===== src/rtl/arbiter_grant_buffer.sv =====
// arbiter_grant_buffer
// Captures the word of the currently granted requester, tags it with its
// source index and queues it in a DEPTH-entry FIFO. The FIFO drains through
// a valid/ready port, and `full` tells the arbiter to stop granting.
//
// Optional build macro: ARBITER_GRANT_CHECK_EN
//   defined     - multi-hot grants write nothing, and `err` latches (until
//                 reset) on a multi-hot grant or on a grant while full.
//   not defined - multi-hot grants resolve to the lowest index, a grant while
//                 full is dropped silently, and `err` is tied to 0.
module arbiter_grant_buffer #(
    parameter int WIDTH = 8,
    parameter int DEPTH = 4
) (
    input  logic                     clk,
    input  logic                     res_n,
    input  logic [WIDTH-1:0]         input0,
    input  logic [WIDTH-1:0]         input1,
    input  logic [WIDTH-1:0]         input2,
    input  logic                     grant0,
    input  logic                     grant1,
    input  logic                     grant2,
    output logic                     full,
    output logic [$clog2(DEPTH):0]   count,
    output logic [WIDTH-1:0]         out_data,
    output logic [1:0]               out_src,
    output logic                     out_valid,
    input  logic                     out_ready,
    output logic                     err
);

    localparam int AW = $clog2(DEPTH);
    localparam logic [AW:0]   CNT_FULL = (AW+1)'(DEPTH);
    localparam logic [AW:0]   CNT_ONE  = (AW+1)'(1);
    localparam logic [AW-1:0] PTR_ONE  = AW'(1);

    // Each entry holds {src[1:0], data[WIDTH-1:0]}.
    logic [WIDTH+1:0] r_mem [DEPTH];
    logic [AW-1:0]    r_wr_ptr;
    logic [AW-1:0]    r_rd_ptr;
    logic [AW:0]      r_count;

    logic             w_any;
    logic             w_wr;
    logic             w_rd;
    logic [WIDTH+1:0] w_entry;
    logic [WIDTH+1:0] w_head;

    // Pick the granted word; when several grants are high, the lowest index wins.
    always_comb begin
        w_any   = grant0 | grant1 | grant2;
        w_entry = '0;
        if (grant0)
            w_entry = {2'd0, input0};
        else if (grant1)
            w_entry = {2'd1, input1};
        else if (grant2)
            w_entry = {2'd2, input2};
    end

`ifdef ARBITER_GRANT_CHECK_EN
    logic w_multi;
    logic r_err;

    assign w_multi = (grant0 & grant1) | (grant0 & grant2) | (grant1 & grant2);
    assign w_wr    = w_any & ~w_multi & ~full;

    // Any protocol violation latches the error flag until reset.
    always_ff @(posedge clk) begin
        if (!res_n)
            r_err <= 1'b0;
        else if (w_multi | (w_any & full))
            r_err <= 1'b1;
    end

    assign err = r_err;
`else
    assign w_wr = w_any & ~full;
    assign err  = 1'b0;
`endif

    // full and out_valid come from the registered count only, so a write
    // cannot bypass to the output and a read cannot admit a write while full.
    assign full      = (r_count == CNT_FULL);
    assign out_valid = (r_count != '0);
    assign count     = r_count;
    assign w_rd      = out_valid & out_ready;
    assign w_head    = r_mem[r_rd_ptr];
    assign out_data  = out_valid ? w_head[WIDTH-1:0] : '0;
    assign out_src   = out_valid ? w_head[WIDTH+1:WIDTH] : 2'd0;

    // Store the accepted beat. The memory has no reset and is never read back
    // while empty.
    always_ff @(posedge clk) begin
        if (res_n && w_wr)
            r_mem[r_wr_ptr] <= w_entry;
    end

    // Pointers and occupancy. The pointers wrap naturally because DEPTH is a
    // power of two.
    always_ff @(posedge clk) begin
        if (!res_n) begin
            r_wr_ptr <= '0;
            r_rd_ptr <= '0;
            r_count  <= '0;
        end else begin
            if (w_wr)
                r_wr_ptr <= r_wr_ptr + PTR_ONE;
            if (w_rd)
                r_rd_ptr <= r_rd_ptr + PTR_ONE;
            case ({w_wr, w_rd})
                2'b10:   r_count <= r_count + CNT_ONE;
                2'b01:   r_count <= r_count - CNT_ONE;
                default: r_count <= r_count;
            endcase
        end
    end

endmodule


===== config.mk =====
export PLATFORM = sky130hd
export DESIGN_NAME = arbiter_grant_buffer
export DESIGN_NICKNAME = d
export VERILOG_FILES = /design/src/rtl/arbiter_grant_buffer.sv
export SDC_FILE = /design/constraint.sdc
export NUM_CORES = 1
export LEC_CHECK = 0
export BUFFER_PORTS_ARGS = -buffer_cell sky130_fd_sc_hd__buf_2
export CAP_MARGIN = 20
export CORE_MARGIN = 10
export CORE_UTILIZATION = 54
export CTS_CLUSTER_DIAMETER = 40
export DETAILED_ROUTE_END_ITERATION = 7
export PLACE_DENSITY = 0.79
export SETUP_SLACK_MARGIN = 0.1
export SYNTH_ARGS = -nofsm -noshare
export SYNTH_HDL_FRONTEND = slang
export SYNTH_SLANG_ARGS = --single-unit

===== constraint.sdc =====
create_clock -name clk -period 2.9 [get_ports clk]
set_input_delay 0.435 -clock clk [delete_from_list [all_inputs] [get_ports clk]]
set_output_delay 0.435 -clock clk [all_outputs]
set_load 0.1 [all_outputs]

==> flow_summary.toml <==
[critical_path]
critPathBufInv = 2
path_cells = "buf_4 -> mux4_2 -> nor2b_4 -> buf_2"
slowest_delay_ns = 0.52
cp_top_family = "buffers and inverters"
critPathMaxFanout = 6
crit_path_start_kind = "flip-flop"
end_kind = "output port"
crit_type = "reg -> out"
required_ns = 2.47
critPathSlowestCell = "mux4_2"
cp.arrival_ns = 2.00

[placement]
dp_hpwl_mm = 3.40
io_buffers = 44
post-place-ws_ns = 0.578
placedCellCount = 238
place_congestion = 0.761

[route]
wl_met1_mm = 1.81
ant_nets = 0
dr.pass1.iters = 4
finalWirelength_mm = 4.58
vias_per_cell = 5.40
drt_iter0_markers = 102
drc = 0
dr.max_layer_used = "met4"
avgRoutedWirePerCell_um = 18.6
dr_wl_met2_mm = 2.48
wl_met3_um = 244
vias = 1329

[yosys]
synth_area_um2 = 2260
synth_fp_nets = 187
ys_seq_area_share_pct = 61.1
synth_flop_cell = "edfxtp_1"
avgSynthCellArea_um2 = 15.0
synth.ff_latch_count = 49
ys.warnings.count = 0
synth_cell_type_count = 31
synthCells = 151
synth_edf_count = 40
async_reset_ff_share_pct = 0

[timing]
finalClockSkew_ns = 0.00586
timing.fmax_ghz = 0.411
setup_violations = 0
hold_viol = 0
period_minus_slack_ns = 2.43
tns_ns = 0
rsz0062_at_grt = "false"
tightest_slew_ns = 0.646
drv_slew = 0
timing.final.crit_share_pct = 83.9
setup_ws_ns = 0.466
relSlewSlack_pct = 56.8

[floorplanning]
dieWidth_um = 84.7
die-area_um2 = 7170
initial_utilization_pct = 56.1
num_rows = 23
die_h_um = 84.7
coreArea_um2 = 4030
ios = 46

[flow_run]
max_cap_viol_count = 0

[cells_and_area]
drive_above_1_share_pct = 40.8
antenna_cells = 0
nNetsFinal = 231
fin_cells = 246
nFillCells = 307
area_growth_pct = 15.6

[cts]
cts_tree = "built"
cts_hold_buf = 0
cts_buffer_depth = 2
cts_buffers = 5
root_buffer = "clkbuf_8"
cts_resized = 0
worstSkewPairLatency_ns = 0.30
post_cts.repair.setup_buffers = 0
htree_levels = 2
clock_sinks = 49
clk_pin_slew_ns = 0.08

[power]
total_power_uw = 2670
p_per_area_nw_per_um2 = 1020
p_leak_uw = 0.00101
ir_drop_uv = 745

[outcome]
status = "completed"

[grt]
grt_first_pass_wirelength_mm = 7.15
grt_pass1_vias = 1441
antenna_found_initial = 0
grtUsageTotal_pct = 12.8
grt_max_degree = 20
overflow = 0

[hold_path]
hp-class = "in -> reg"
[path summary, 6_finish.rpt]
check | start | cells past startpoint | to | slack (ns)
max | flip-flop | 4 | out_data[3] | 0.47
min | out_ready | 3 | flip-flop | 0.46
max reg2reg | count[0]$_SDFFE_PN0P_ | 9 | count[2]$_SDFFE_PN0P_ | 0.84
min reg2reg | r_rd_ptr[0]$_SDFFE_PN0P_ | 2 | flip-flop | 0.49
[cell usage in the layout (no fill, tap or decap)]
master	instances
inv_2	1
nor2_2	1
nor3b_1	1
mux4_2	10
or3_1	3
a22oi_1	8
o21ai_0	4
nor3b_4	1
o21ai_1	10
xor2_1	1
and2_1	2
inv_1	6
nor2b_1	4
nand2_1	13
fa_2	1
nor3_4	1
buf_2	44
dfxtp_1	6
nor2b_4	9
nand4bb_1	1
dfxtp_4	1
dfxtp_2	2
a21boi_1	3
clkbuf_1	3
and3_1	4
ha_2	1
buf_4	2
clkbuf_8	5
xnor2_1	1
mux2i_1	1
nor3_2	1
ha_1	4
conb_1	1
edfxtp_1	40
[metal layers]
layer  track usage [%]  up-vias
li1                  -      645
met1              14.2      645
met2              22.3       35
met3              4.35        4
met4              4.04        0
met5                 0        -
[worst reg2reg max path, cell delays in order, from the launching register on]
cell      delay (ns)
dfxtp_2         0.38
nor3b_4         0.28
nor2_2          0.11
inv_1           0.08
ha_2            0.19
inv_1           0.05
fa_2            0.33
xor2_1          0.15
or3_1           0.31
a21boi_1        0.12
[flip-flops by register name, indices dropped and copies added (netlist names), named ones only]
| name | count |
|---|---|
| count | 3 |
| r_mem | 40 |
| r_rd_ptr | 2 |
| r_wr_ptr | 2 |
[synthesized netlist by cell type (all sizes together) (2+ instances only)]
master  number  share of area (%)
and3         4                1.1
mux4        10                 10
ha           5                2.8
nor3b        2               0.89
clkbuf       5               0.89
edfxtp      40                 53
a21boi       3                1.0
nand2       13                2.2
and2         2               0.55
inv          7                1.2
or3          3               0.83
nor2b       13                6.6
dfxtp        9                8.0
o21ai       14                3.1
nor3         2               0.89
buf          4                1.4
a22oi        8                2.7
[through the flow]
stage          hold slack [ns]  util [%]  cell area, um2
2_1_floorplan            0.456         -            2280
3_3_place_gp             0.466      62.9            2530
3_5_place_dp             0.485      62.9            2530
4_1_cts                  0.461      64.8            2610
5_1_grt                  0.458      64.8            2610
6_report                 0.460      64.8            2610
[report_power, final]
part	switching [uW]	internal [uW]
sequential	73.0	868
combinational	1010	354
clock	202	171
[kinds of logic after synthesis]
kind of cell	count (synthesis)	share of synthesized area [%]
flip-flops	49	61.1
AND/OR/NAND/NOR	41	13.7
AO/OA/AOI/OAI	25	6.76
buffers and inverters	16	3.43
multiplexers	11	10.4
adder cells (fa/ha/maj)	6	3.65
XOR/XNOR	2	0.775
other	1	0.166
[area by class of cell]
type	instances	area [um2]	share of cell area (%)
sequential	49	1390	53.1
tap	50	62.6	2.39
clock buffer	8	80.1	3.07
multi-input combinational	86	821	31.4
inverter	7	26.3	1.01
timing repair buffer	46	235	9.00
(Power assumes the default switching activity.)
